`config.mk`:
```
export PLATFORM = sky130hd
export DESIGN_NAME = gpio_controller_v2_flat
export DESIGN_NICKNAME = d
export VERILOG_FILES = /design/src/rtl/gpio_controller_v2_pkg.sv /design/src/rtl/gpio_controller_v2_if.sv /design/src/rtl/gpio_sync_edge.sv /design/src/rtl/gpio_controller_v2.sv /design/src/flat_wrapper.sv
export SDC_FILE = /design/constraint.sdc
export NUM_CORES = 1
export LEC_CHECK = 0
export CORE_ASPECT_RATIO = 1.5
export CORE_MARGIN = 10
export CORE_UTILIZATION = 45
export CTS_BUF_LIST = sky130_fd_sc_hd__clkbuf_2 sky130_fd_sc_hd__clkbuf_4 sky130_fd_sc_hd__clkbuf_8
export DETAILED_ROUTE_END_ITERATION = 7
export PLACE_DENSITY = 0.83
export RECOVER_POWER = 25
export REMOVE_ABC_BUFFERS = 1
export SYNTH_ARGS = -nofsm -noshare
export SYNTH_HDL_FRONTEND = slang
export SYNTH_HIERARCHICAL = 1
export SYNTH_SLANG_ARGS = --single-unit
```
`constraint.sdc`:
```
create_clock -name clk -period 6.2 [get_ports clk]
set_input_delay 1.24 -clock clk [delete_from_list [all_inputs] [get_ports clk]]
set_output_delay 1.24 -clock clk [all_outputs]
set_load 0.02 [all_outputs]
```
`src/rtl/gpio_controller_v2_pkg.sv`:
```
`default_nettype none
// ============================================================================
// Module   : gpio_controller_v2_pkg
// Purpose  : Shared bus constants, register offsets and pin-direction encoding.
// Revision : 1.0
// ============================================================================
package gpio_controller_v2_pkg;

    localparam int BUS_WIDTH     = 32;
    localparam int BUS_ACC_WIDTH = 2;
    localparam int DEFAULT_WIDTH = 8;

    typedef enum logic [BUS_ACC_WIDTH-1:0] {
        ACC_1B = 2'd0,
        ACC_2B = 2'd1,
        ACC_4B = 2'd2
    } bus_acc_e;

    localparam logic [BUS_ACC_WIDTH-1:0] BUS_ACC_4B = ACC_4B;

    localparam logic IOR_DIR_IN = 1'b0;

    localparam int unsigned GPIO_D     = 32'h00;
    localparam int unsigned GPIO_DIR   = 32'h04;
    localparam int unsigned GPIO_OSET  = 32'h08;
    localparam int unsigned GPIO_OCLR  = 32'h0C;
    localparam int unsigned GPIO_OTGL  = 32'h10;
    localparam int unsigned GPIO_IE    = 32'h14;
    localparam int unsigned GPIO_IRISE = 32'h18;
    localparam int unsigned GPIO_IFALL = 32'h1C;
    localparam int unsigned GPIO_ISTAT = 32'h20;

    function automatic logic is_write_only(input logic [31:0] off);
        return (off == GPIO_OSET) || (off == GPIO_OCLR) || (off == GPIO_OTGL);
    endfunction

endpackage
`default_nettype wire

```
`src/rtl/gpio_controller_v2_if.sv`:
```
`default_nettype none
// ============================================================================
// Module   : gpio_controller_v2_if
// Purpose  : Single-cycle req/resp register bus between core and GPIO block.
// Revision : 1.0
// ============================================================================
interface gpio_controller_v2_if
    import gpio_controller_v2_pkg::*;
#(
    parameter int VA_WIDTH = 6
);
    logic [VA_WIDTH-1:0]      addr;
    logic                     w_rb;
    logic [BUS_ACC_WIDTH-1:0] acc;
    logic [BUS_WIDTH-1:0]     rdata;
    logic [BUS_WIDTH-1:0]     wdata;
    logic                     req;
    logic                     resp;
    logic                     fault;

    modport master (output addr, w_rb, acc, wdata, req, input rdata, resp, fault);
    modport slave  (input addr, w_rb, acc, wdata, req, output rdata, resp, fault);
endinterface
`default_nettype wire

```
`src/rtl/gpio_sync_edge.sv`:
```
`default_nettype none
// ============================================================================
// Module   : gpio_sync_edge
// Purpose  : Pad input synchroniser with edge detection, masked after reset.
// Revision : 1.0
// ============================================================================
module gpio_sync_edge #(
    parameter int WIDTH       = 8,
    parameter int SYNC_STAGES = 2
) (
    input  logic             clk,
    input  logic             rst,
    input  logic [WIDTH-1:0] i,
    output logic [WIDTH-1:0] s,
    output logic [WIDTH-1:0] rise,
    output logic [WIDTH-1:0] fall
);
    localparam int              PRIME_CYCLES = SYNC_STAGES + 1;
    localparam int              CNT_W        = $clog2(PRIME_CYCLES + 1);
    localparam logic [CNT_W-1:0] C_PRIMED    = CNT_W'(PRIME_CYCLES);

    logic [SYNC_STAGES-1:0][WIDTH-1:0] r_sync;
    logic [WIDTH-1:0]                  r_s_d;
    logic [CNT_W-1:0]                  r_prime_cnt;
    logic                              w_primed;

    always_ff @(posedge clk) begin
        if (rst) begin
            r_sync      <= '0;
            r_s_d       <= '0;
            r_prime_cnt <= '0;
        end else begin
            r_sync <= {r_sync[SYNC_STAGES-2:0], i};
            r_s_d  <= r_sync[SYNC_STAGES-1];
            if (!w_primed) begin
                r_prime_cnt <= r_prime_cnt + CNT_W'(1);
            end
        end
    end

    // Until the chain has flushed the reset zeros, a high pad would look like a rising edge.
    assign w_primed = (r_prime_cnt == C_PRIMED);
    assign s        = r_sync[SYNC_STAGES-1];
    assign rise     = w_primed ? (s & ~r_s_d) : '0;
    assign fall     = w_primed ? (~s & r_s_d) : '0;
endmodule
`default_nettype wire

```
`src/rtl/gpio_controller_v2.sv`:
```
`default_nettype none
// ============================================================================
// Module   : gpio_controller_v2
// Purpose  : GPIO register file, bus decode, atomic output ops and edge IRQ.
// Revision : 1.0
// ============================================================================
module gpio_controller_v2
    import gpio_controller_v2_pkg::*;
#(
    parameter int WIDTH       = DEFAULT_WIDTH,
    parameter int SYNC_STAGES = 2,
    parameter int VA_WIDTH    = 6
) (
    input  logic               clk,
    input  logic               rst,
    output logic [WIDTH-1:0]   dir,
    input  logic [WIDTH-1:0]   i,
    output logic [WIDTH-1:0]   o,
    output logic               irq,
    gpio_controller_v2_if.slave bus
);
    logic [VA_WIDTH-1:0] w_addr;
    logic [31:0]         w_off;
    logic                w_in_map, w_ok, w_wr, w_rd, w_unused_wdata;
    logic [WIDTH-1:0]    w_wdata, w_s, w_rise, w_fall, w_cap, w_w1c, w_rd_val;

    logic [WIDTH-1:0]     r_o, r_dir, r_ie, r_irise, r_ifall, r_istat;
    logic                 r_resp, r_irq;
    logic [BUS_WIDTH-1:0] r_rdata;

    gpio_sync_edge #(
        .WIDTH       (WIDTH),
        .SYNC_STAGES (SYNC_STAGES)
    ) u_sync_edge (
        .clk  (clk),
        .rst  (rst),
        .i    (i),
        .s    (w_s),
        .rise (w_rise),
        .fall (w_fall)
    );

    assign w_addr         = bus.addr;
    assign w_off          = 32'(w_addr);
    assign w_wdata        = bus.wdata[WIDTH-1:0];
    assign w_unused_wdata = ^bus.wdata;
    assign w_in_map       = (w_off <= GPIO_ISTAT) && (w_off[1:0] == 2'b00);

    assign bus.fault = bus.req & (~w_in_map | (bus.acc != BUS_ACC_4B) |
                                  (~bus.w_rb & is_write_only(w_off)));
    assign w_ok = bus.req & ~bus.fault;
    assign w_wr = w_ok & bus.w_rb;
    assign w_rd = w_ok & ~bus.w_rb;

    always_comb begin
        w_rd_val = '0;
        case (w_off)
            GPIO_D:     w_rd_val = w_s;
            GPIO_DIR:   w_rd_val = r_dir;
            GPIO_IE:    w_rd_val = r_ie;
            GPIO_IRISE: w_rd_val = r_irise;
            GPIO_IFALL: w_rd_val = r_ifall;
            GPIO_ISTAT: w_rd_val = r_istat;
            default:    w_rd_val = '0;
        endcase
    end

    // Capture is OR-ed in after the clear so a coincident edge keeps its bit set.
    assign w_cap = (w_rise & r_irise) | (w_fall & r_ifall);
    assign w_w1c = (w_wr && (w_off == GPIO_ISTAT)) ? w_wdata : '0;

    always_ff @(posedge clk) begin
        if (rst) begin
            r_o     <= '0;
            r_dir   <= {WIDTH{IOR_DIR_IN}};
            r_ie    <= '0;
            r_irise <= '0;
            r_ifall <= '0;
            r_istat <= '0;
            r_resp  <= 1'b0;
            r_irq   <= 1'b0;
            r_rdata <= '0;
        end else begin
            r_resp  <= w_ok;
            r_irq   <= |(r_istat & r_ie);
            r_istat <= (r_istat & ~w_w1c) | w_cap;
            if (w_rd) begin
                r_rdata <= BUS_WIDTH'(w_rd_val);
            end
            if (w_wr) begin
                case (w_off)
                    GPIO_D:     r_o     <= w_wdata;
                    GPIO_DIR:   r_dir   <= w_wdata;
                    GPIO_OSET:  r_o     <= r_o | w_wdata;
                    GPIO_OCLR:  r_o     <= r_o & ~w_wdata;
                    GPIO_OTGL:  r_o     <= r_o ^ w_wdata;
                    GPIO_IE:    r_ie    <= w_wdata;
                    GPIO_IRISE: r_irise <= w_wdata;
                    GPIO_IFALL: r_ifall <= w_wdata;
                    default:    ;
                endcase
            end
        end
    end

    assign o         = r_o;
    assign dir       = r_dir;
    assign irq       = r_irq;
    assign bus.resp  = r_resp;
    assign bus.rdata = r_rdata;
endmodule
`default_nettype wire

```
`src/flat_wrapper.sv`:
```
// flat-port wrapper written by rule: the top's interface ports become plain ports
module gpio_controller_v2_flat import gpio_controller_v2_pkg::*;
#(
    parameter int WIDTH       = DEFAULT_WIDTH,
    parameter int SYNC_STAGES = 2,
    parameter int VA_WIDTH    = 6
)
  (clk, rst, dir, i, o, irq, bus_addr, bus_w_rb, bus_acc, bus_wdata, bus_req, bus_rdata, bus_resp, bus_fault);
  gpio_controller_v2_if #(.VA_WIDTH(VA_WIDTH)) bus_i ();
  input  logic clk;
  input  logic rst;
  output logic [WIDTH-1:0] dir;
  input  logic [WIDTH-1:0] i;
  output logic [WIDTH-1:0] o;
  output logic irq;
  input wire logic [$bits(bus_i.addr)-1:0] bus_addr;
  input wire logic [$bits(bus_i.w_rb)-1:0] bus_w_rb;
  input wire logic [$bits(bus_i.acc)-1:0] bus_acc;
  input wire logic [$bits(bus_i.wdata)-1:0] bus_wdata;
  input wire logic [$bits(bus_i.req)-1:0] bus_req;
  output wire logic [$bits(bus_i.rdata)-1:0] bus_rdata;
  output wire logic [$bits(bus_i.resp)-1:0] bus_resp;
  output wire logic [$bits(bus_i.fault)-1:0] bus_fault;
  assign bus_i.addr = bus_addr;
  assign bus_i.w_rb = bus_w_rb;
  assign bus_i.acc = bus_acc;
  assign bus_i.wdata = bus_wdata;
  assign bus_i.req = bus_req;
  assign bus_rdata = bus_i.rdata;
  assign bus_resp = bus_i.resp;
  assign bus_fault = bus_i.fault;
  gpio_controller_v2 #(.WIDTH(WIDTH), .SYNC_STAGES(SYNC_STAGES), .VA_WIDTH(VA_WIDTH)) u_core (.clk(clk), .rst(rst), .dir(dir), .i(i), .o(o), .irq(irq), .bus(bus_i));
endmodule
```
==> report_table.html, run 1 <==
<table>
<tr><th>Metric</th><th>Value</th></tr>
<tr><th colspan="2">Timing</th></tr>
<tr><td>Fraction of the cycle the final worst path needs</td><td>0.798</td></tr>
<tr><td>Slew at the pin closest to its max-slew limit</td><td>3.65 ns</td></tr>
<tr><td>Endpoints failing hold</td><td>0</td></tr>
<tr><td>Crit path time final</td><td>4.95 ns</td></tr>
<tr><td>Final setup violation count</td><td>0</td></tr>
<tr><td>Clock skew after layout</td><td>between 0.01 and 0.015 ns</td></tr>
<tr><td>Setup Total Neg Slack</td><td>0 ns</td></tr>
<tr><td>Unrepaired setup endpoints after global routing</td><td>no</td></tr>
<tr><td>Max Clock Freq</td><td>a little over 200 MHz</td></tr>
<tr><td>Post-route worst setup slack</td><td>1.25 ns</td></tr>
<tr><td>Max Slew Vio Count</td><td>85</td></tr>
<tr><td>Worst slew margin</td><td>-1.43</td></tr>
<tr><th colspan="2">Floorplan</th></tr>
<tr><td>Core area</td><td>9310 um^2</td></tr>
<tr><td>DIE AREA</td><td>between 10,000 and 15,000 um^2</td></tr>
<tr><td>Count of standard-cell rows</td><td>43</td></tr>
<tr><td>Chip height</td><td>140 um</td></tr>
<tr><td>Initial standard-cell utilization of the core</td><td>0.463</td></tr>
<tr><td>Number of primary I/O pins</td><td>103</td></tr>
<tr><td>Die Span X</td><td>99.9 um</td></tr>
<tr><th colspan="2">Synth</th></tr>
<tr><td>Number of register bits inferred by synthesis</td><td>84</td></tr>
<tr><td>Number of different library cells in the post-synthesis netlist</td><td>51</td></tr>
<tr><td>Area contributors post-synth</td><td>sky130_fd_sc_hd__dfxtp_1 (39%), sky130_fd_sc_hd__mux2i_1 (7.9%), sky130_fd_sc_hd__buf_4 (5.9%)</td></tr>
<tr><td>Count of yosys warnings during synthesis</td><td>6</td></tr>
<tr><td>Area leader, netlist</td><td>sky130_fd_sc_hd__dfxtp_1</td></tr>
<tr><td>Share of async-settable or async-resettable flops after synthesis</td><td>0</td></tr>
<tr><td>Proportion of synthesized chip area in sequential cells</td><td>0.390</td></tr>
<tr><td>Synth Instances</td><td>473</td></tr>
<tr><td>Count of flip-flops with a built-in enable after synthesis</td><td>0</td></tr>
<tr><td>Post-synthesis instance area</td><td>4310 um^2</td></tr>
<tr><td>Top_reg_cell synth</td><td>sky130_fd_sc_hd__dfxtp_1</td></tr>
<tr><td>Portion of synthesized cell area occupied by the leading cell type</td><td>0.390</td></tr>
<tr><td>Synthesized area per cell</td><td>9.10 um^2</td></tr>
<tr><th colspan="2">Global routing</th></tr>
<tr><td>Top Usage Layer GRT</td><td>met2</td></tr>
<tr><td>Met1 global-route usage</td><td>0.165</td></tr>
<tr><td>Number of antenna violations at the first check in global routing</td><td>0</td></tr>
<tr><td>Global-route track usage on met3</td><td>0.0476</td></tr>
<tr><td>Met2 usage in global routing</td><td>0.250</td></tr>
<tr><td>Vias in the first global route</td><td>3,516</td></tr>
<tr><td>Global-route congestion overflow total</td><td>0</td></tr>
<tr><td>Global-route usage over all layers</td><td>0.152</td></tr>
<tr><td>Global-route wire length before repair</td><td>17,400 um</td></tr>
<tr><td>Maximum number of pins on one net before global-route repair</td><td>85</td></tr>
<tr><th colspan="2">Clock network</th></tr>
<tr><td>Number of gates given a new drive strength after cts</td><td>0</td></tr>
<tr><td>Clock tree from TritonCTS</td><td>yes</td></tr>
<tr><td>Clock sink total</td><td>84</td></tr>
<tr><td>Hold buffer count at cts</td><td>0</td></tr>
<tr><td>Number of buffers added by the clock tree synthesis step</td><td>9</td></tr>
<tr><td>Clk buf depth</td><td>2</td></tr>
<tr><td>Post-CTS clock slew at the launch and capture registers of the worst setup and hold paths</td><td>0.09 ns</td></tr>
<tr><td>Number of setup buffers added after CTS</td><td>0</td></tr>
<tr><td>Root cell of the clock tree</td><td>sky130_fd_sc_hd__clkbuf_8</td></tr>
<tr><td>Insertion delay of the later-clocked pin in the worst-skew pair</td><td>~0.37 ns</td></tr>
<tr><td>CTS H-Tree Depth</td><td>3</td></tr>
<tr><th colspan="2">Placement</th></tr>
<tr><td>Detailed Place HPWL</td><td>approximately 7700 um</td></tr>
<tr><td>Placed Cells</td><td>roughly 600</td></tr>
<tr><td>Global placement routability congestion</td><td>0.940</td></tr>
<tr><td>Count of port buffers added during placement</td><td>54</td></tr>
<tr><td>Minimum setup slack after placement</td><td>about 1.3 ns</td></tr>
<tr><th colspan="2">Pwr</th></tr>
<tr><td>Peak ir drop on the vdd network</td><td>0.109 mV</td></tr>
<tr><td>Areal power density over the cells</td><td>223 nW/um^2</td></tr>
<tr><td>Lkg Pwr</td><td>approximately 1.9 nW</td></tr>
<tr><th colspan="2">Final layout</th></tr>
<tr><td>Antenna cell count</td><td>0</td></tr>
<tr><td>Footprint of the multi-input gates</td><td>between 2000 and 2500 um^2</td></tr>
<tr><td>Layout cells sized above 1</td><td>0.0787</td></tr>
<tr><td>Final non-filler cell total</td><td>620</td></tr>
<tr><td>Register cell area after layout</td><td>roughly 1700 um^2</td></tr>
<tr><td>Filler cells</td><td>roughly 830</td></tr>
<tr><td>Syn-to-layout area delta</td><td>14.0%</td></tr>
<tr><td>Final net count</td><td>573</td></tr>
<tr><th colspan="2">Detailed routing</th></tr>
<tr><td>Wire length per cell after detailed routing</td><td>approximately 17 um</td></tr>
<tr><td>Total Routed Length</td><td>10,700 um</td></tr>
<tr><td>Count of nets left with antenna violations after detail routing</td><td>0</td></tr>
<tr><td>Starting DRT DRC Count</td><td>355</td></tr>
<tr><td>Vias</td><td>around 3,500</td></tr>
<tr><td>Routed via count divided by cell count</td><td>5.66</td></tr>
<tr><td>Remaining design rule violation count</td><td>0</td></tr>
<tr><td>Drt pass-1 iters</td><td>5</td></tr>
<tr><th colspan="2">Worst hold path</th></tr>
<tr><td>Path type of the worst min-delay path</td><td>reg2reg</td></tr>
<tr><th colspan="2">Critical path</th></tr>
<tr><td>Worst setup path category</td><td>in2out</td></tr>
<tr><td>CP Data Required Time</td><td>4.96 ns</td></tr>
<tr><td>Element type at the critical path start</td><td>input pin</td></tr>
<tr><td>Endpoint type of the worst setup path</td><td>output pin</td></tr>
<tr><td>Data arrival, critical path</td><td>~3.7 ns</td></tr>
<tr><td>Max Fanout on Critical Path</td><td>11</td></tr>
<tr><th colspan="2">Status</th></tr>
<tr><td>Failing checks</td><td>max-capacitance violations, max-slew violations</td></tr>
<tr><td>Outcome</td><td>finished with violations</td></tr>
<tr><th colspan="2">Run</th></tr>
<tr><td>Count of maximum capacitance violations</td><td>1</td></tr>
</table>
kinds of logic (layout without fill, tap and decap cells):
logic type,count (synthesis),after routing,synth area share
AO/OA/AOI/OAI,122,122,0.192
XOR/XNOR,1,1,0.00203
adder cells (fa/ha/maj),18,18,0.0523
buffers and inverters,78,90,0.106
flip-flops,84,84,0.390
multiplexers,34,34,0.0790
other,1,24,0.000871
AND/OR/NAND/NOR,135,135,0.177
sequential cells by signal, summed over array words and instances, names as in the netlist:
register                        flops
u_core/dir                          8
u_core/r_irise                      8
u_core/u_sync_edge/r_sync           8
u_core/r_ifall                      8
u_core/bus.rdata                    8
u_core/u_sync_edge/r_prime_cnt      2
u_core/u_sync_edge/s                8
u_core/o                            8
u_core/u_sync_edge/r_s_d            8
u_core/r_ie                         8
u_core/bus.resp                     1
u_core/irq                          1
u_core/r_istat                      8
layout by cell type, fill, tap and decap left out, types with 10 or more instances in the layout:
cell,n
sky130_fd_sc_hd__a211oi_1,10
sky130_fd_sc_hd__a21oi_1,33
sky130_fd_sc_hd__a22oi_1,18
sky130_fd_sc_hd__clkdlybuf4s50_1,52
sky130_fd_sc_hd__conb_1,24
sky130_fd_sc_hd__dfxtp_1,84
sky130_fd_sc_hd__ha_1,18
sky130_fd_sc_hd__inv_1,18
sky130_fd_sc_hd__mux2i_1,34
sky130_fd_sc_hd__nand2_1,16
sky130_fd_sc_hd__nand3_1,16
sky130_fd_sc_hd__nor2_1,37
sky130_fd_sc_hd__nor2b_1,25
sky130_fd_sc_hd__o21ai_0,24
metal layers:
metal	part of all wire	wire (um)	vias up
li1	-	-	1696
met3	0.065	701	31
met1	0.40	4260	1665
met2	0.50	5360	119
met4	0.039	415	0
met5	0	0	-
synth_stat cells (8+ instances only):
cell / n
sky130_fd_sc_hd__mux2i_1: 34
sky130_fd_sc_hd__a22oi_1: 18
sky130_fd_sc_hd__clkbuf_1: 16
sky130_fd_sc_hd__o21ai_0: 24
sky130_fd_sc_hd__nand2_1: 16
sky130_fd_sc_hd__buf_4: 34
sky130_fd_sc_hd__a21oi_1: 33
sky130_fd_sc_hd__dfxtp_1: 84
sky130_fd_sc_hd__nor2b_1: 25
sky130_fd_sc_hd__inv_1: 18
sky130_fd_sc_hd__a211oi_1: 10
sky130_fd_sc_hd__o21ai_2: 8
sky130_fd_sc_hd__ha_1: 18
sky130_fd_sc_hd__nand3_1: 16
sky130_fd_sc_hd__nor2_1: 37
sky130_fd_sc_hd__a222oi_1: 8
final timing paths:
check                                            startpoint                            endpoint  slack [ns]  depth (start not counted)
max                                             bus_addr[3]                           bus_fault        1.25                          6
min                 u_core/u_sync_edge/r_sync[1]$_SDFF_PP0_  u_core/u_sync_edge/s[1]$_SDFF_PP0_        0.44                          1
max reg2reg  u_core/u_sync_edge/r_prime_cnt[0]$_SDFFE_PP0P_        u_core/r_istat[2]$_SDFF_PP0_        4.57                          4
min reg2reg         u_core/u_sync_edge/r_sync[1]$_SDFF_PP0_  u_core/u_sync_edge/s[1]$_SDFF_PP0_        0.44                          1
worst max-delay path, cell delays in order:
cell,delay [ns]
sky130_fd_sc_hd__clkdlybuf4s50_1,0.59
sky130_fd_sc_hd__or4_4,0.60
sky130_fd_sc_hd__nor2_2,0.35
sky130_fd_sc_hd__a21oi_1,0.12
sky130_fd_sc_hd__o31a_1,0.27
sky130_fd_sc_hd__clkdlybuf4s50_1,0.54
stage by stage:
step / cell area, um^2 / hold WS [ns] / utilization / total power [mW]
finish: 4910 / 0.440 / 0.527 / 1.10
detailed placement: 4690 / 0.420 / 0.504 / 0.671
global placement: 4690 / 0.417 / 0.504 / 0.666
global route: 4910 / 0.446 / 0.527 / 1.14
floorplan: 4000 / 0.414 / - / 0.618
CTS: 4910 / 0.440 / 0.528 / 1.10
area by class of cell:
cell class,count,area share
clock buffers,9,0.0252
multi-input cells,334,0.459
well taps,112,0.0285
repair buffers,56,0.110
inverters,18,0.0138
flip-flops and latches,84,0.343
clock inverters,7,0.0201
where the power goes:
group / internal, mW / switching (mW) / leakage [nW] / total, mW
Combinational: 0.0387 / 0.0666 / 1.09 / 0.105
Sequential: 0.549 / 0.00572 / 0.681 / 0.555
Clock: 0.229 / 0.207 / 0.110 / 0.437
Note: power is estimated with default switching activity, not from simulation.
==> run 2, diff against run 1 <==
==> constraint.sdc (replaced) <==
create_clock -name clk -period 4.6 [get_ports clk]
set_input_delay 0.92 -clock clk [delete_from_list [all_inputs] [get_ports clk]]
set_output_delay 0.92 -clock clk [all_outputs]
set_load 0.02 [all_outputs]
==> run 2 against run 1 <==
Net effect: the run still ends with max-capacitance violations, max-slew violations left; clock skew rose by 0.0030 ns; final cell count up 0.16%; critical path type unchanged; combinational power up 35%; hold slack got worse by 0.0019 ns; critical endpoint unchanged; setup slack got worse by 0.74 ns; largest power group unchanged; via count up 1.2%; non-clock buffer count rose by 2; critical path depth stayed put.
==> report_table.html, run 2 (synthesis results as in run 1) <==
<table>
<tr><th>Metric</th><th>Value</th></tr>
<tr><th colspan="2">Timing</th></tr>
<tr><td>Max Clock Freq</td><td>between 200 and 250 MHz</td></tr>
<tr><td>Worst slew margin</td><td>-0.533 (was -1.43)</td></tr>
<tr><td>Fraction of the cycle the final worst path needs</td><td>0.888</td></tr>
<tr><td>Clock skew after layout</td><td>0.0161 ns (was 0.0131 ns)</td></tr>
<tr><td>Max Slew Vio Count</td><td>55 (was 85)</td></tr>
<tr><td>Unrepaired setup endpoints after global routing</td><td>no (unchanged)</td></tr>
<tr><td>Endpoints failing hold</td><td>0 (unchanged)</td></tr>
<tr><td>Final setup violation count</td><td>0 (unchanged)</td></tr>
<tr><td>Slew at the pin closest to its max-slew limit</td><td>2.30 ns (was 3.65 ns)</td></tr>
<tr><td>Setup Total Neg Slack</td><td>0 ns (unchanged)</td></tr>
<tr><td>Crit path time final</td><td>4.08 ns</td></tr>
<tr><th colspan="2">Status</th></tr>
<tr><td>Outcome</td><td>finished with violations (unchanged)</td></tr>
<tr><td>Failing checks</td><td>max-capacitance violations, max-slew violations (unchanged)</td></tr>
<tr><th colspan="2">Clock network</th></tr>
<tr><td>Post-CTS clock slew at the launch and capture registers of the worst setup and hold paths</td><td>0.07 ns (was 0.09 ns)</td></tr>
<tr><td>Number of setup buffers added after CTS</td><td>0 (unchanged)</td></tr>
<tr><td>Clk buf depth</td><td>2 (unchanged)</td></tr>
<tr><td>Clock tree from TritonCTS</td><td>yes (unchanged)</td></tr>
<tr><td>Number of buffers added by the clock tree synthesis step</td><td>9 (unchanged)</td></tr>
<tr><td>Root cell of the clock tree</td><td>sky130_fd_sc_hd__clkbuf_8 (unchanged)</td></tr>
<tr><td>CTS H-Tree Depth</td><td>3 (unchanged)</td></tr>
<tr><td>Hold buffer count at cts</td><td>0 (unchanged)</td></tr>
<tr><td>Clock sink total</td><td>84 (unchanged)</td></tr>
<tr><td>Number of gates given a new drive strength after cts</td><td>0 (unchanged)</td></tr>
<tr><td>Insertion delay of the later-clocked pin in the worst-skew pair</td><td>0.36 ns (was 0.37 ns)</td></tr>
<tr><th colspan="2">Placement</th></tr>
<tr><td>Global placement routability congestion</td><td>0.963 (was 0.940)</td></tr>
<tr><td>Placed Cells</td><td>606 (was 604)</td></tr>
<tr><td>Count of port buffers added during placement</td><td>54 (unchanged)</td></tr>
<tr><td>Detailed Place HPWL</td><td>7730 um (was 7710 um)</td></tr>
<tr><th colspan="2">Final layout</th></tr>
<tr><td>Final non-filler cell total</td><td>621 (was 620)</td></tr>
<tr><td>Most used cells in the layout excluding fill and tap cells</td><td>sky130_fd_sc_hd__dfxtp_1 (84), sky130_fd_sc_hd__clkdlybuf4s50_1 (52), sky130_fd_sc_hd__nor2_1 (37) (unchanged)</td></tr>
<tr><td>Filler cells</td><td>850 (was 833)</td></tr>
<tr><td>Antenna cell count</td><td>0 (unchanged)</td></tr>
<tr><td>Final net count</td><td>575 (was 573)</td></tr>
<tr><td>Layout cells sized above 1</td><td>0.0766 (was 0.0787)</td></tr>
<tr><td>Most common cell after layout, fill and taps aside</td><td>sky130_fd_sc_hd__dfxtp_1 (unchanged)</td></tr>
<tr><td>Syn-to-layout area delta</td><td>13.5% (was 14.0%)</td></tr>
<tr><td>Final core utilization</td><td>0.525 (was 0.527)</td></tr>
<tr><th colspan="2">Pwr</th></tr>
<tr><td>Internal Pwr Total</td><td>1.05 mW (was 817 uW)</td></tr>
<tr><td>Lkg Pwr</td><td>1.87 nW (was 1.88 nW)</td></tr>
<tr><td>Clock network power share</td><td>0.366 (was 0.398)</td></tr>
<tr><td>Sequential Power Share</td><td>0.533 (was 0.506)</td></tr>
<tr><td>Areal power density over the cells</td><td>287 nW/um^2 (was 223 nW/um^2)</td></tr>
<tr><td>Switching share of power</td><td>0.251 (was 0.255)</td></tr>
<tr><td>Power spent charging and discharging nets</td><td>352 uW (was 280 uW)</td></tr>
<tr><td>Part of the power in combinational logic</td><td>0.101 (was 0.096)</td></tr>
<tr><td>Peak ir drop on the vdd network</td><td>0.205 mV (was 0.109 mV)</td></tr>
<tr><th colspan="2">Detailed routing</th></tr>
<tr><td>Vias</td><td>3,552 (was 3,511)</td></tr>
<tr><td>Count of nets left with antenna violations after detail routing</td><td>0 (unchanged)</td></tr>
<tr><td>Remaining design rule violation count</td><td>0 (unchanged)</td></tr>
<tr><td>Drt pass-1 iters</td><td>7 (was 5)</td></tr>
<tr><td>Wire length per cell after detailed routing</td><td>17.2 um (was 17.3 um)</td></tr>
<tr><td>Starting DRT DRC Count</td><td>358 (was 355)</td></tr>
<tr><td>Total Routed Length</td><td>10,700 um (about the same)</td></tr>
<tr><td>Routed via count divided by cell count</td><td>5.72 (was 5.66)</td></tr>
<tr><th colspan="2">Floorplan</th></tr>
<tr><td>Chip height</td><td>140 um (unchanged)</td></tr>
<tr><td>Number of primary I/O pins</td><td>103 (unchanged)</td></tr>
<tr><td>DIE AREA</td><td>14,000 um^2 (unchanged)</td></tr>
<tr><td>Count of standard-cell rows</td><td>43 (unchanged)</td></tr>
<tr><td>Core area</td><td>9310 um^2 (unchanged)</td></tr>
<tr><td>Die Span X</td><td>99.9 um (unchanged)</td></tr>
<tr><td>Initial standard-cell utilization of the core</td><td>0.463 (unchanged)</td></tr>
<tr><th colspan="2">Critical path</th></tr>
<tr><td>Reg-to-reg critical path endpoint</td><td>u_core/r_istat[3]$_SDFF_PP0_ (was u_core/r_istat[2]$_SDFF_PP0_)</td></tr>
<tr><td>Endpoint type of the worst setup path</td><td>output pin (unchanged)</td></tr>
<tr><td>Element type at the critical path start</td><td>input pin (unchanged)</td></tr>
<tr><td>Number of cells traversed by the worst register-to-register path</td><td>4 (unchanged)</td></tr>
<tr><td>Max Fanout on Critical Path</td><td>11 (unchanged)</td></tr>
<tr><td>Register-to-register setup slack</td><td>3.02 ns (was 4.57 ns)</td></tr>
<tr><td>Worst setup path category</td><td>in2out (unchanged)</td></tr>
<tr><td>Data arrival, critical path</td><td>3.16 ns (was 3.71 ns)</td></tr>
<tr><td>Start of the worst register-to-register path</td><td>u_core/u_sync_edge/r_prime_cnt[0]$_SDFFE_PP0P_ (unchanged)</td></tr>
<tr><td>CP Data Required Time</td><td>3.68 ns (was 4.96 ns)</td></tr>
<tr><th colspan="2">Worst hold path</th></tr>
<tr><td>Hold EP</td><td>u_core/u_sync_edge/s[7]$_SDFF_PP0_ (was u_core/u_sync_edge/s[1]$_SDFF_PP0_)</td></tr>
<tr><td>Startpoint of the worst hold path</td><td>u_core/u_sync_edge/r_sync[7]$_SDFF_PP0_ (was u_core/u_sync_edge/r_sync[1]$_SDFF_PP0_)</td></tr>
<tr><td>Path type of the worst min-delay path</td><td>reg2reg (unchanged)</td></tr>
<tr><td>Number of cells on the worst hold path</td><td>1 (unchanged)</td></tr>
<tr><th colspan="2">Global routing</th></tr>
<tr><td>Global-route usage over all layers</td><td>0.148 (was 0.152)</td></tr>
<tr><td>Number of antenna violations at the first check in global routing</td><td>0 (unchanged)</td></tr>
<tr><td>Global-route congestion overflow total</td><td>0 (unchanged)</td></tr>
<tr><td>Global-route wire length before repair</td><td>17,000 um (was 17,400 um)</td></tr>
<tr><td>Maximum number of pins on one net before global-route repair</td><td>56 (was 85)</td></tr>
<tr><td>Vias in the first global route</td><td>3,440 (was 3,516)</td></tr>
<tr><th colspan="2">Run</th></tr>
<tr><td>Count of maximum capacitance violations</td><td>1 (unchanged)</td></tr>
</table>
[run 2: final cells by class]
class	count	area, um^2	share of cell area
clock buffers	11	139	0.0284
clock inverters	4	51.3	0.0105
inverters	18	67.6	0.0138
multi-input cells	334	2250	0.461
flip-flops and latches	84	1680	0.344
well taps	112	140	0.0287
repair buffers	58	552	0.113
[run 2: critical path, stage by stage]
cell and delay [ns]:
sky130_fd_sc_hd__clkdlybuf4s50_1 0.60, sky130_fd_sc_hd__or4_4 0.62, sky130_fd_sc_hd__nor2_2 0.15, sky130_fd_sc_hd__a21oi_1 0.08, sky130_fd_sc_hd__o31a_1 0.26, sky130_fd_sc_hd__clkdlybuf4s50_1 0.54
[run 2: routing by layer]
layer / part of all wire / track usage / routed length (um)
met5: 0 / 0 / 0
met4: 0.029 / 0.0795 / 314
met3: 0.075 / 0.0481 / 806
met2: 0.51 / 0.255 / 5440
met1: 0.39 / 0.153 / 4160
[run 2: worst max-delay path by stage]
stage / from / end / cells after the start
2_1_floorplan: bus_addr[2] / bus_fault / 4
3_3_place_gp: bus_addr[3] / bus_fault / 6
3_5_place_dp: bus_addr[3] / bus_fault / 6
4_1_cts: bus_addr[3] / bus_fault / 6
5_1_grt: bus_addr[3] / bus_fault / 6
6_report: bus_addr[3] / bus_fault / 6
[run 2: power by group through the flow]
stage	clock network, mW	logic (mW)	registers, mW
final	0.513	0.142	0.748
after global routing	0.550	0.155	0.749
after CTS	0.529	0.141	0.748
after detailed placement	0	0.140	0.765
after global placement	0	0.135	0.763
after floorplan	0	0.0700	0.763
[run 2: through the flow]
step,setup slack (ns),hold slack (ns),area (um^2),power (mW)
floorplan,1.57,0.414,4000,0.833
global placement,0.587,0.418,4700,0.899
detailed placement,0.543,0.426,4700,0.905
CTS,0.532,0.443,4890,1.42
global route,0.435,0.456,4890,1.45
finish,0.515,0.438,4890,1.40
==> run 3, diff against run 2 <==
==> constraint.sdc (replaced) <==
create_clock -name clk -period 4.6 [get_ports clk]
set_input_delay 0.92 -clock clk [delete_from_list [all_inputs] [get_ports clk]]
set_output_delay 0.92 -clock clk [all_outputs]
set_load 0.05 [all_outputs]
==> run 3 against run 2 <==
Net effect: the flow still finishes with violations (max-capacitance violations, max-slew violations); register-to-register slack about the same; non-clock buffer count increased by 1; largest cell class unchanged; routed wire length increased by 1.2%; largest power group unchanged; combinational power up 21%; clock power decreased by 5.3%.
==> report_table.html, run 3 (synthesis results as in run 1) <==
<table>
<tr><th>Metric</th><th>Value</th></tr>
<tr><th colspan="2">Placement</th></tr>
<tr><td>Global placement routability congestion</td><td>0.962 (was 0.963)</td></tr>
<tr><td>Post-placement cell area</td><td>4710 um^2 (was 4700 um^2)</td></tr>
<tr><td>Detailed Place HPWL</td><td>7820 um (was 7730 um)</td></tr>
<tr><td>Count of port buffers added during placement</td><td>54 (unchanged)</td></tr>
<tr><td>Minimum setup slack after placement</td><td>0.517 ns (was 0.543 ns)</td></tr>
<tr><th colspan="2">Floorplan</th></tr>
<tr><td>Die Span X</td><td>99.9 um (unchanged)</td></tr>
<tr><td>Core area</td><td>9310 um^2 (unchanged)</td></tr>
<tr><td>Chip height</td><td>140 um (unchanged)</td></tr>
<tr><td>DIE AREA</td><td>14,000 um^2 (unchanged)</td></tr>
<tr><td>Number of primary I/O pins</td><td>103 (unchanged)</td></tr>
<tr><td>Initial standard-cell utilization of the core</td><td>0.463 (unchanged)</td></tr>
<tr><td>Count of standard-cell rows</td><td>43 (unchanged)</td></tr>
<tr><th colspan="2">Clock network</th></tr>
<tr><td>Clock sink total</td><td>84 (unchanged)</td></tr>
<tr><td>Number of buffers added by the clock tree synthesis step</td><td>9 (unchanged)</td></tr>
<tr><td>Root cell of the clock tree</td><td>sky130_fd_sc_hd__clkbuf_8 (unchanged)</td></tr>
<tr><td>CTS H-Tree Depth</td><td>3 (unchanged)</td></tr>
<tr><td>Hold buffer count at cts</td><td>0 (unchanged)</td></tr>
<tr><td>Insertion delay of the later-clocked pin in the worst-skew pair</td><td>0.37 ns (was 0.36 ns)</td></tr>
<tr><td>Clk buf depth</td><td>2 (unchanged)</td></tr>
<tr><td>Number of gates given a new drive strength after cts</td><td>0 (unchanged)</td></tr>
<tr><td>Clock tree from TritonCTS</td><td>yes (unchanged)</td></tr>
<tr><td>Post-CTS clock slew at the launch and capture registers of the worst setup and hold paths</td><td>0.09 ns (was 0.07 ns)</td></tr>
<tr><td>Number of setup buffers added after CTS</td><td>0 (unchanged)</td></tr>
<tr><th colspan="2">Pwr</th></tr>
<tr><td>Part of the power in combinational logic</td><td>0.123 (was 0.101)</td></tr>
<tr><td>Lkg Pwr</td><td>1.87 nW (about the same)</td></tr>
<tr><td>Peak ir drop on the vdd network</td><td>0.213 mV (was 0.205 mV)</td></tr>
<tr><td>Sequential Power Share</td><td>0.532 (was 0.533)</td></tr>
<tr><td>Areal power density over the cells</td><td>288 nW/um^2 (was 287 nW/um^2)</td></tr>
<tr><td>Power spent charging and discharging nets</td><td>395 uW (was 352 uW)</td></tr>
<tr><td>Switching share of power</td><td>0.281 (was 0.251)</td></tr>
<tr><td>Clock network power share</td><td>0.346 (was 0.366)</td></tr>
<tr><td>Internal Pwr Total</td><td>1.01 mW (was 1.05 mW)</td></tr>
<tr><th colspan="2">Critical path</th></tr>
<tr><td>Critical path origin</td><td>bus_addr[1] (was bus_addr[3])</td></tr>
<tr><td>Worst setup path category</td><td>in2out (unchanged)</td></tr>
<tr><td>Start of the worst register-to-register path</td><td>u_core/u_sync_edge/r_prime_cnt[0]$_SDFFE_PP0P_ (unchanged)</td></tr>
<tr><td>Data arrival, critical path</td><td>3.19 ns (was 3.16 ns)</td></tr>
<tr><td>Endpoint type of the worst setup path</td><td>output pin (unchanged)</td></tr>
<tr><td>Reg-to-reg critical path endpoint</td><td>u_core/r_istat[1]$_SDFF_PP0_ (was u_core/r_istat[3]$_SDFF_PP0_)</td></tr>
<tr><td>Max Fanout on Critical Path</td><td>8 (was 11)</td></tr>
<tr><td>CP Data Required Time</td><td>3.68 ns (about the same)</td></tr>
<tr><td>Worst setup path endpoint</td><td>bus_fault (unchanged)</td></tr>
<tr><td>Element type at the critical path start</td><td>input pin (unchanged)</td></tr>
<tr><td>Register-to-register setup slack</td><td>3.02 ns (about the same)</td></tr>
<tr><td>Number of cells traversed by the worst register-to-register path</td><td>4 (unchanged)</td></tr>
<tr><th colspan="2">Final layout</th></tr>
<tr><td>Filler cells</td><td>840 (was 850)</td></tr>
<tr><td>Register cell area after layout</td><td>1680 um^2 (unchanged)</td></tr>
<tr><td>Most used cells in the layout excluding fill and tap cells</td><td>sky130_fd_sc_hd__dfxtp_1 (84), sky130_fd_sc_hd__clkdlybuf4s50_1 (52), sky130_fd_sc_hd__nor2_1 (37) (unchanged)</td></tr>
<tr><td>Footprint of the multi-input gates</td><td>2250 um^2 (unchanged)</td></tr>
<tr><td>Final net count</td><td>576 (was 575)</td></tr>
<tr><td>Most common cell after layout, fill and taps aside</td><td>sky130_fd_sc_hd__dfxtp_1 (unchanged)</td></tr>
<tr><td>Antenna cell count</td><td>0 (unchanged)</td></tr>
<tr><td>Final standard cell area without fillers</td><td>4890 um^2 (about the same)</td></tr>
<tr><td>Syn-to-layout area delta</td><td>13.5% (about the same)</td></tr>
<tr><td>Layout cells sized above 1</td><td>0.0822 (was 0.0766)</td></tr>
<tr><th colspan="2">Global routing</th></tr>
<tr><td>Global-route wire length before repair</td><td>17,600 um (was 17,000 um)</td></tr>
<tr><td>Vias in the first global route</td><td>3,484 (was 3,440)</td></tr>
<tr><td>Global-route usage over all layers</td><td>0.152 (was 0.148)</td></tr>
<tr><td>Maximum number of pins on one net before global-route repair</td><td>55 (was 56)</td></tr>
<tr><td>Number of antenna violations at the first check in global routing</td><td>0 (unchanged)</td></tr>
<tr><td>Global-route congestion overflow total</td><td>0 (unchanged)</td></tr>
<tr><th colspan="2">Timing</th></tr>
<tr><td>Final setup violation count</td><td>0 (unchanged)</td></tr>
<tr><td>Setup Total Neg Slack</td><td>0 ns (unchanged)</td></tr>
<tr><td>Clock skew after layout</td><td>0.0147 ns (was 0.0161 ns)</td></tr>
<tr><td>Slew at the pin closest to its max-slew limit</td><td>1.95 ns (was 2.30 ns)</td></tr>
<tr><td>Worst slew margin</td><td>-0.298 (was -0.533)</td></tr>
<tr><td>Crit path time final</td><td>4.11 ns (was 4.08 ns)</td></tr>
<tr><td>Max Slew Vio Count</td><td>87 (was 55)</td></tr>
<tr><td>Endpoints failing hold</td><td>0 (unchanged)</td></tr>
<tr><td>Max Clock Freq</td><td>243 MHz (was 245 MHz)</td></tr>
<tr><td>Unrepaired setup endpoints after global routing</td><td>no (unchanged)</td></tr>
<tr><td>Post-route worst setup slack</td><td>0.492 ns (was 0.515 ns)</td></tr>
<tr><td>Fraction of the cycle the final worst path needs</td><td>0.893 (was 0.888)</td></tr>
<tr><th colspan="2">Status</th></tr>
<tr><td>Failing checks</td><td>max-capacitance violations, max-slew violations (unchanged)</td></tr>
<tr><td>Outcome</td><td>finished with violations (unchanged)</td></tr>
<tr><th colspan="2">Detailed routing</th></tr>
<tr><td>Highest routed layer</td><td>met4 (unchanged)</td></tr>
<tr><td>Remaining design rule violation count</td><td>0 (unchanged)</td></tr>
<tr><td>Metal-1 WL</td><td>4280 um (was 4160 um)</td></tr>
<tr><td>Vias</td><td>3,559 (was 3,552)</td></tr>
<tr><td>Wire length per cell after detailed routing</td><td>17.4 um (was 17.2 um)</td></tr>
<tr><td>Routed via count divided by cell count</td><td>5.71 (was 5.72)</td></tr>
<tr><td>Met2 WL post-DR</td><td>5470 um (was 5440 um)</td></tr>
<tr><td>Total Routed Length</td><td>10,800 um (was 10,700 um)</td></tr>
<tr><td>Met3 Wirelength</td><td>806 um (unchanged)</td></tr>
<tr><td>Drt pass-1 iters</td><td>7 (unchanged)</td></tr>
<tr><td>Count of nets left with antenna violations after detail routing</td><td>0 (unchanged)</td></tr>
<tr><td>Starting DRT DRC Count</td><td>396 (was 358)</td></tr>
<tr><th colspan="2">Worst hold path</th></tr>
<tr><td>Path type of the worst min-delay path</td><td>reg2reg (unchanged)</td></tr>
<tr><th colspan="2">Run</th></tr>
<tr><td>Count of maximum capacitance violations</td><td>2 (was 1)</td></tr>
</table>
[run 3: power groups by stage]
stage	combinational (mW)	sequential, mW	clock (mW)
3_3_place_gp	0.164	0.763	0
5_1_grt	0.186	0.750	0.524
2_1_floorplan	0.0966	0.765	0
6_report	0.172	0.748	0.486
4_1_cts	0.171	0.747	0.497
3_5_place_dp	0.170	0.765	0
[run 3: final cells by class]
cell class,count,share of cell area
clock inverter,5,0.00768
sequential,84,0.344
timing repair buffer,59,0.115
inverter,18,0.0138
clock buffer,11,0.0297
multi-input combinational,334,0.461
tap,112,0.0287
[run 3: metal layers]
metal / vias up / track usage
met2: 139 / 0.256
li1: 1700 / -
met1: 1699 / 0.170
met5: - / 0
met3: 21 / 0.0426
met4: 0 / 0.0719
[run 3: worst min path at each step]
| stage | from | endpoint | slack, ns | cells past startpoint |
|---|---|---|---|---|
| global route | u_core/u_sync_edge/r_sync[5]$_SDFF_PP0_ | u_core/u_sync_edge/s[5]$_SDFF_PP0_ | 0.45 | 1 |
| finish | u_core/u_sync_edge/r_sync[5]$_SDFF_PP0_ | u_core/u_sync_edge/s[5]$_SDFF_PP0_ | 0.42 | 1 |
| CTS | u_core/u_sync_edge/r_sync[5]$_SDFF_PP0_ | u_core/u_sync_edge/s[5]$_SDFF_PP0_ | 0.43 | 1 |
| floorplan | u_core/u_sync_edge/r_sync[0]$_SDFF_PP0_ | u_core/u_sync_edge/s[0]$_SDFF_PP0_ | 0.41 | 1 |
| global placement | u_core/u_sync_edge/r_sync[3]$_SDFF_PP0_ | u_core/u_sync_edge/s[3]$_SDFF_PP0_ | 0.42 | 1 |
| detailed placement | u_core/u_sync_edge/r_sync[5]$_SDFF_PP0_ | u_core/u_sync_edge/s[5]$_SDFF_PP0_ | 0.42 | 1 |
[run 3: metrics by stage]
| step | hold slack, ns | util | total power [mW] | instances |
|---|---|---|---|---|
| finish | 0.425 | 0.525 | 1.41 | 623 |
| CTS | 0.430 | 0.526 | 1.41 | 623 |
| global route | 0.452 | 0.525 | 1.46 | 623 |
| global placement | 0.416 | 0.506 | 0.928 | 607 |
| detailed placement | 0.424 | 0.506 | 0.935 | 607 |
| floorplan | 0.414 | - | 0.861 | 436 |
[run 3: worst max-delay path: stages]
cell                              delay [ns]
sky130_fd_sc_hd__clkdlybuf4s50_1        0.52
sky130_fd_sc_hd__or4_4                  0.55
sky130_fd_sc_hd__nor2_2                 0.17
sky130_fd_sc_hd__a21oi_1                0.08
sky130_fd_sc_hd__o31a_1                 0.26
sky130_fd_sc_hd__clkdlybuf4s50_1        0.70
==> edit, RTL diff (settings of run 2) <==
Reset style: asynchronous (`rst`), changed in 2 clocked blocks.
--- a/src/rtl/gpio_sync_edge.sv
+++ b/src/rtl/gpio_sync_edge.sv
@@ -25,5 +25,5 @@
     logic                              w_primed;
 
-    always_ff @(posedge clk) begin
+    always_ff @(posedge clk or posedge rst) begin
         if (rst) begin
             r_sync      <= '0;
--- a/src/rtl/gpio_controller_v2.sv
+++ b/src/rtl/gpio_controller_v2.sv
@@ -70,5 +70,5 @@
     assign w_w1c = (w_wr && (w_off == GPIO_ISTAT)) ? w_wdata : '0;
 
-    always_ff @(posedge clk) begin
+    always_ff @(posedge clk or posedge rst) begin
         if (rst) begin
             r_o     <= '0;
Behaviour: differs if rst is asserted again (counterexample within 4 cycles, from zero or initial values and one cycle with rst high); with rst held inactive, the same outputs for 4 cycles.
==> edit against run 2 <==
Via count down 12%; sequential share of layout area up 6.3 points; utilization up 0.80 points; largest power group unchanged; the flow still finishes with violations (max-capacitance violations, max-slew violations); synthesized area up 3.5%; power up 3.5%; routed wire length down 0.62%; worst setup slack better by 0.025 ns; cell area up 5.7%; highest routed layer unchanged; largest cell class is now flip-flops and latches; sequential cell count unchanged.
==> edit: results (changes against run 2) <==
Synth
  – Mean post-synth cell area: 12.0 um2 (was 9.10 um2)
  – Main synth FF type: dfrtp_1 (was dfxtp_1)
  – Sequential share of the synthesized area: 0.472 (was 0.390)
  – Ranking of synthesized cells by area: dfrtp_1 (47%), mux2_2 (14%), buf_4 (5.7%) (was dfxtp_1 (39%), mux2i_1 (7.9%), buf_4 (5.9%))
  – Asr flop ratio synth: 1.00 (was 0)

STA
  – Slew Limit Fails: 40 (was 55)
  – Hold_ws: 0.351 ns (was 0.438 ns)
  – Worst-Margin Slew: 1.54 ns (was 2.30 ns)
  – Clock skew: 0.00910 ns (was 0.0161 ns)
  – Fmax: 246 MHz (was 245 MHz)

Layout
  – Area delta synth->final: 15.8% (was 13.5%)
  – Fillcell total: 820 (was 850)
  – Post-layout nets: 492 (was 575)

Placed design
  – Dpl hpwl: 7.73 mm (about the same)
  – Placed Area: 4970 um2 (was 4700 um2)
  – Setup WS pre-CTS: 0.560 ns (was 0.543 ns)
  – Final GP Congestion: 0.911 (was 0.963)

GRT
  – Vias in the first global route: 3296 (was 3440)
  – Largest net degree at the start of global routing: 40 (was 56)
  – GRT Resource Usage Total: 0.149 (was 0.148)
  – First-pass GRT wire length: 16.9 mm (was 17.0 mm)

Power and ir drop
  – Leak: 2.49 nW (was 1.87 nW)
  – P_seq: 0.770 mW (was 0.748 mW)
  – Clk pwr share: 0.350 (was 0.366)
  – Worst-case vdd ir drop: 0.000152 V (was 0.000205 V)
  – P_sw: 0.368 mW (was 0.352 mW)
  – Clock distribution power: 0.508 mW (was 0.513 mW)

Worst setup path
  – CP Launch Point: bus_addr[4] (was bus_addr[3])
  – Worst R2R Start: u_core/u_sync_edge/r_prime_cnt[0] (unchanged)
  – Cell count of the worst reg-to-reg path: 3 (was 4)
  – Crit path arrival time: 3.14 ns (was 3.16 ns)

Status
  – Failing checks: max-capacitance violations, max-slew violations (unchanged)
  – Outcome: finished, violations left (unchanged)

Job
  – MaxCap Viol Count: 1 (unchanged)

Min path
  – Worst Hold Launch: u_core/u_sync_edge/r_sync[0] (was u_core/u_sync_edge/r_sync[7])
  – WHS Endpoint: u_core/u_sync_edge/s[0] (was u_core/u_sync_edge/s[7])

Route
  – Wirelength, routed: 10.6 mm (was 10.7 mm)
## edit: layer usage
metal	wire length, um	vias to the layer above	GRT usage
li1	-	1393	-
met1	4080	1568	0.166
met2	5390	142	0.253
met3	785	28	0.0258
met4	386	0	0.0935
met5	0	-	0
## edit: cells by family after synthesis
logic type               Yosys count  synth area share
multiplexers                      65             0.162
AND/OR/NAND/NOR                   88             0.143
adder cells (fa/ha/maj)           18            0.0505
other                              1          0.000841
XOR/XNOR                           1           0.00196
AO/OA/AOI/OAI                     40            0.0719
flip-flops                        84             0.472
buffers and inverters             76            0.0979
## edit: worst max-delay path: cells and delay by family
kind            cells  cell delay, ns
compound gates      2            0.50
buf+inv             2            1.18
simple gates        2            0.53
## edit: area by class of cell
class | instances | share of cell area
multi-input cells | 236 | 0.390
clock buffers | 15 | 0.0363
well taps | 115 | 0.0279
clock inverters | 1 | 0.000969
inverters | 28 | 0.0204
repair buffers | 63 | 0.118
flip-flops and latches | 84 | 0.407
